===== src/rtl/dmem_bus_ctrl.sv =====
// Memory-stage data-bus controller: turns an M-stage load/store into one word-aligned
// bus transaction, stalls until ack or timeout, and hands the raw word to the size converter.
module dmem_bus_ctrl #(
    parameter int unsigned TIMEOUT = 16
) (
    input  logic        clk,
    input  logic        reset,
    input  logic        MemReadM,
    input  logic        MemWriteM,
    input  logic [2:0]  LoadSizeM,
    input  logic [1:0]  StoreSizeM,
    input  logic [31:0] ALUResultM,
    input  logic [31:0] WriteDataM,
    output logic        StallM,
    output logic [31:0] ReadDataMTick,
    output logic [1:0]  ByteNumM,
    output logic        MisalignM,
    output logic        BusErrM,
    output logic        BusReq,
    output logic        BusWe,
    output logic [31:0] BusAddr,
    output logic [3:0]  BusBE,
    output logic [31:0] BusWData,
    input  logic        BusAck,
    input  logic [31:0] BusRData
);

    typedef enum logic [1:0] {IDLE, REQ, DONE} state_t;

    localparam logic [7:0] LAST_COUNT = 8'(TIMEOUT - 1);

    state_t      state, state_next;
    logic [7:0]  count;
    logic        access, is_write, legal, launch, timed_out;
    logic [1:0]  a;
    logic [3:0]  be_next;
    logic [31:0] wdata_next;

    // NOTE: every signal driven here gets a default first, so no path can infer a latch.
    always_comb begin
        a        = ALUResultM[1:0];
        access   = MemReadM | MemWriteM;
        is_write = MemWriteM;
        legal    = 1'b0;
        if (is_write) begin
            unique case (StoreSizeM)
                2'b00:   legal = (a == 2'b00);
                2'b01:   legal = 1'b1;
                2'b10:   legal = ~a[0];
                default: legal = 1'b0;
            endcase
        end else begin
            unique case (LoadSizeM)
                3'b000:          legal = (a == 2'b00);
                3'b001, 3'b010:  legal = 1'b1;
                3'b011, 3'b100:  legal = ~a[0];
                default:         legal = 1'b0;
            endcase
        end
    end

    // Reads enable the whole word; stores replicate the data across every lane.
    always_comb begin
        be_next    = 4'b1111;
        wdata_next = WriteDataM;
        if (is_write) begin
            unique case (StoreSizeM)
                2'b01: begin
                    be_next    = 4'b0001 << a;
                    wdata_next = {4{WriteDataM[7:0]}};
                end
                2'b10: begin
                    be_next    = 4'b0011 << {a[1], 1'b0};
                    wdata_next = {2{WriteDataM[15:0]}};
                end
                default: ;
            endcase
        end
    end

    // NOTE: state and datapath flops use non-blocking assignments so every flop samples pre-edge values.
    always_ff @(posedge clk or posedge reset) begin
        if (reset) state <= IDLE;
        else       state <= state_next;
    end

    // Stall/misalign are combinational; gating with reset makes them drop the moment reset rises.
    always_comb begin
        state_next = state;
        StallM     = 1'b0;
        MisalignM  = 1'b0;
        launch     = 1'b0;
        timed_out  = (count == LAST_COUNT) & ~BusAck;
        if (!reset) begin
            unique case (state)
                IDLE: begin
                    if (access && legal) begin
                        StallM     = 1'b1;
                        launch     = 1'b1;
                        state_next = REQ;
                    end else if (access) begin
                        MisalignM  = 1'b1;
                    end
                end
                REQ: begin
                    StallM = 1'b1;
                    if (BusAck || timed_out) state_next = DONE;
                end
                DONE:    state_next = IDLE;
                default: state_next = IDLE;
            endcase
        end
    end

    always_ff @(posedge clk or posedge reset) begin
        if (reset) begin
            count         <= '0;
            BusReq        <= 1'b0;
            BusWe         <= 1'b0;
            BusAddr       <= '0;
            BusBE         <= '0;
            BusWData      <= '0;
            ByteNumM      <= '0;
            ReadDataMTick <= '0;
            BusErrM       <= 1'b0;
        end else begin
            BusErrM <= 1'b0;
            unique case (state)
                IDLE: begin
                    if (launch) begin
                        BusAddr  <= {ALUResultM[31:2], 2'b00};
                        BusBE    <= be_next;
                        BusWData <= wdata_next;
                        BusWe    <= is_write;
                        ByteNumM <= a;
                        BusReq   <= 1'b1;
                        count    <= '0;
                    end
                end
                REQ: begin
                    if (BusAck) begin
                        BusReq <= 1'b0;
                        count  <= '0;
                        if (!BusWe) ReadDataMTick <= BusRData;
                    end else if (timed_out) begin
                        BusReq  <= 1'b0;
                        BusErrM <= 1'b1;
                        count   <= '0;
                        if (!BusWe) ReadDataMTick <= '0;
                    end else begin
                        count <= count + 8'd1;
                    end
                end
                default: ;
            endcase
        end
    end

endmodule


===== config.mk =====
export PLATFORM = sky130hd
export DESIGN_NAME = dmem_bus_ctrl
export DESIGN_NICKNAME = d
export VERILOG_FILES = /design/src/rtl/dmem_bus_ctrl.sv
export SDC_FILE = /design/constraint.sdc
export NUM_CORES = 1
export LEC_CHECK = 0
export BUFFER_PORTS_ARGS = -buffer_cell sky130_fd_sc_hd__buf_2
export CAP_MARGIN = 20
export CORE_MARGIN = 8
export CORE_UTILIZATION = 38
export CTS_CLUSTER_DIAMETER = 150
export DETAILED_ROUTE_END_ITERATION = 6
export PLACE_DENSITY = 0.71
export REMOVE_ABC_BUFFERS = 1
export SYNTH_ARGS = -nofsm -noshare
export SYNTH_HDL_FRONTEND = slang
export SYNTH_SLANG_ARGS = --single-unit

===== constraint.sdc =====
create_clock -name clk -period 3.1 [get_ports clk]
set_input_delay 0.31 -clock clk [delete_from_list [all_inputs] [get_ports clk]]
set_output_delay 0.31 -clock clk [all_outputs]
set_load 0.1 [all_outputs]

==> metrics.md <==
| Metric | Value |
|---|---|
| Status | complete, no violations |
| Clock Latency Late Sink | 0.40 ns |
| Reg2reg path depth | 4 |
| Clk slew on worst S/H paths | 0.05 ns |
| Worst slew margin | 0.4407 |
| Final net count | 770 |
| Max-cap violations | 0 |
| Crit end category | primary output |
| Die ar. | 16960 sq um |
| Crit. Startpoint | StoreSizeM[0] |
| Largest net degree at the start of global routing | 67 |
| CTS Root Cell | clkbuf_16 |
| First-pass GRT wire length | 22600 microns |
| R2R setup slack | 0.88 ns |
| Vias per cell | 5.039 |
| Placed wire-length estimate | 10590 microns |
| Core footprint | 12670 sq um |
| Crit path cell chain | buf_2 > inv_1 > ha_1 > nor2_1 > a221oi_1 > a21oi_2 > buf_4 > and2_1 > buf_12 |
| #FFs+latches synth | 113 |
| Post-layout util | 0.5320 |
| Initial antenna violation count | 1 |
| Yosys warns | 0 |
| Synth Area per Inst | 10.99 sq um |
| Data arrival, critical path | 2.37 ns |
| Ys flop type | dfrtp_1 |
| CTS tree | built |
| Hold Vio Cnt, Final | 0 |
| Unrepaired setup endpoints after global routing | no |
| P&R area growth vs syn | 35.96% |
| Worst hold path type | in2async |
| Synth cell types | 37 |
| Post_cts resized | 0 |
| Fmax | 373.7 MHz |
| I/O Buffers | 210 |
| Synth cell count leaders | dfrtp_1, nand2_1, mux2_1 |
| CP max FO | 33 |
| Crit Path Class | in2out |
| GRT Util Overall | 0.1708 |
| # Post-CTS Setup Buffers | 0 |
| Mapped Cells | 451 |
| 1st-iter DRT viols | 211 |
| Critical Path Start Type | input port |
| Number of global-route vias before repair | 4407 |
| Drt total wl | 14080 microns |
| Reg2reg start | state[0]$_DFFE_PP0P_ |
| Most common cell in the netlist | dfrtp_1 |
| Post-synth top area share | 0.5703 |
| Worst-margin pin slew | 0.8390 ns |
| CTS Hold Bufs | 0 |
| Gpl congestion | 0.8497 |
| TritonRoute pass-1 iters | 5 |
| Crit-path max cell delay | 0.53 ns |
| Die height | 130.2 microns |
| Share of cells above drive strength 1 | 0.3800 |
| Setup Skew | 0.004550 ns |
| Tightest hold margin | 0.1011 ns |
| Final ANT Viol Nets | 0 |
| CTS H-tree lvls | 4 |
| Die W | 130.2 microns |
| Worst Path Required | 2.79 ns |
| Final period util | 0.8633 |
| Post-synth EDFFs | 0 |
| DRC | 0 |
| Vias | 4253 |
| CP max stage cell | a221oi_1 |
| Initial Util | 0.3913 |
| Drt wl/cell | 16.68 microns |
| Sequential area share after synthesis | 0.5703 |
| Final critical-path required period | 2.676 ns |
| Num CTS Buffers | 17 |
| FFs w/ async S/R, synth | 1.000 |
| Fin. max-slew vios | 0 |
| Leading area contributor after synthesis | dfrtp_1 |
| Ports | 213 |
| Mapped Area | 4959 sq um |
| Largest cells by area after synthesis | dfrtp_1, mux2_1, nand2_1 |
| Final setup fails | 0 |
| Grt ovf | 0 |
| RR Endpoint | BusWData[22]$_DFFE_PP0P_ |
| Clk sinks | 113 |
| # rows | 41 |
| Clock Tree Buf Depth | 2 |
[routing by layer]
metal  track usage  vias to the layer above  wire, microns  share of wire
li1              -                     2012              -              -
met1        0.1967                     2039           5688           0.40
met2        0.2745                      182           6721           0.48
met3       0.06610                       20           1386          0.098
met4       0.08197                        0            286          0.020
met5             0                        -              0              0
[cell families (layout without fill, tap and decap cells)]
group	count (synthesis)	after routing	synth area share
other	1	3	0.0007563
and+or+nand+nor	144	144	0.1307
DFF	113	113	0.5703
buffers and inverters	37	256	0.03734
muxes	52	52	0.1181
adders and majority gates	5	5	0.01262
AOI/OAI and AO/OA	99	99	0.1302
[registers in the layout, summed over array words and instances (netlist names)]
| register | flops |
|---|---|
| BusWe | 1 |
| BusBE | 4 |
| state | 2 |
| count | 8 |
| BusReq | 1 |
| BusErrM | 1 |
| BusAddr | 30 |
| BusWData | 32 |
| ReadDataMTick | 32 |
| ByteNumM | 2 |
[how the worst max path moves through the flow]
stage / depth (start not counted) / slack (ns) / to
floorplan: 1 / -0.20 / BusAddr[10]$_DFFE_PP0P_
global placement: 9 / 0.34 / BusBE[2]$_DFFE_PP0P_
detailed placement: 9 / 0.26 / BusAddr[8]$_DFFE_PP0P_
CTS: 9 / 0.34 / MisalignM
global route: 9 / 0.24 / MisalignM
finish: 9 / 0.42 / MisalignM
[placed cells by master (no fill, tap or decap), types with 2 or more instances in the layout]
cell type	instances
buf_2	209
dfrtp_1	113
nand2_1	78
mux2_1	50
o21ai_0	48
nand3_1	35
clkbuf_16	17
o31ai_1	16
nor2_1	9
a22o_1	9
a221o_1	8
buf_4	8
clkbuf_8	6
inv_1	5
nor3_1	5
ha_1	5
clkinv_2	4
nand2b_1	3
nor2b_1	3
a21oi_1	3
and2_1	3
clkbuf_1	3
or4_1	2
a21o_1	2
a221oi_1	2
nor4_1	2
a31oi_1	2
o21a_1	2
mux2_2	2
conb_1	2
buf_12	2
[metrics by stage]
stage / cell area, sq um / worst slack (ns) / TNS [ns] / instances
2_1_floorplan: 4800 / -0.1974 / -26.00 / 421
6_report: 6741 / 0.4237 / 0 / 844
3_3_place_gp: 6170 / 0.3395 / 0 / 812
3_5_place_dp: 6170 / 0.2638 / 0 / 812
5_1_grt: 6741 / 0.2363 / 0 / 844
4_1_cts: 6739 / 0.3381 / 0 / 843
[critical path: cells and delay by family]
kind / cells / cell delay [ns]
AOI/OAI and AO/OA: 2 / 0.68
buffers and inverters: 4 / 0.64
adders and majority gates: 1 / 0.40
and+or+nand+nor: 2 / 0.32
[layout make-up]
type                            instances  area (sq um)
Timing Repair Buffer                  219          1146
Clock buffer                           26         519.2
Inverter                                6         25.02
Fill cell                            1154          5929
Clock inverter                          5         50.05
Antenna cell                            1         2.502
Tap cell                              172         215.2
Sequential cell                       113          2828
Multi-Input combinational cell        302          1956
Power is not shown: default switching activity piles up to over one toggle a cycle in this logic, so the estimate is an artifact.
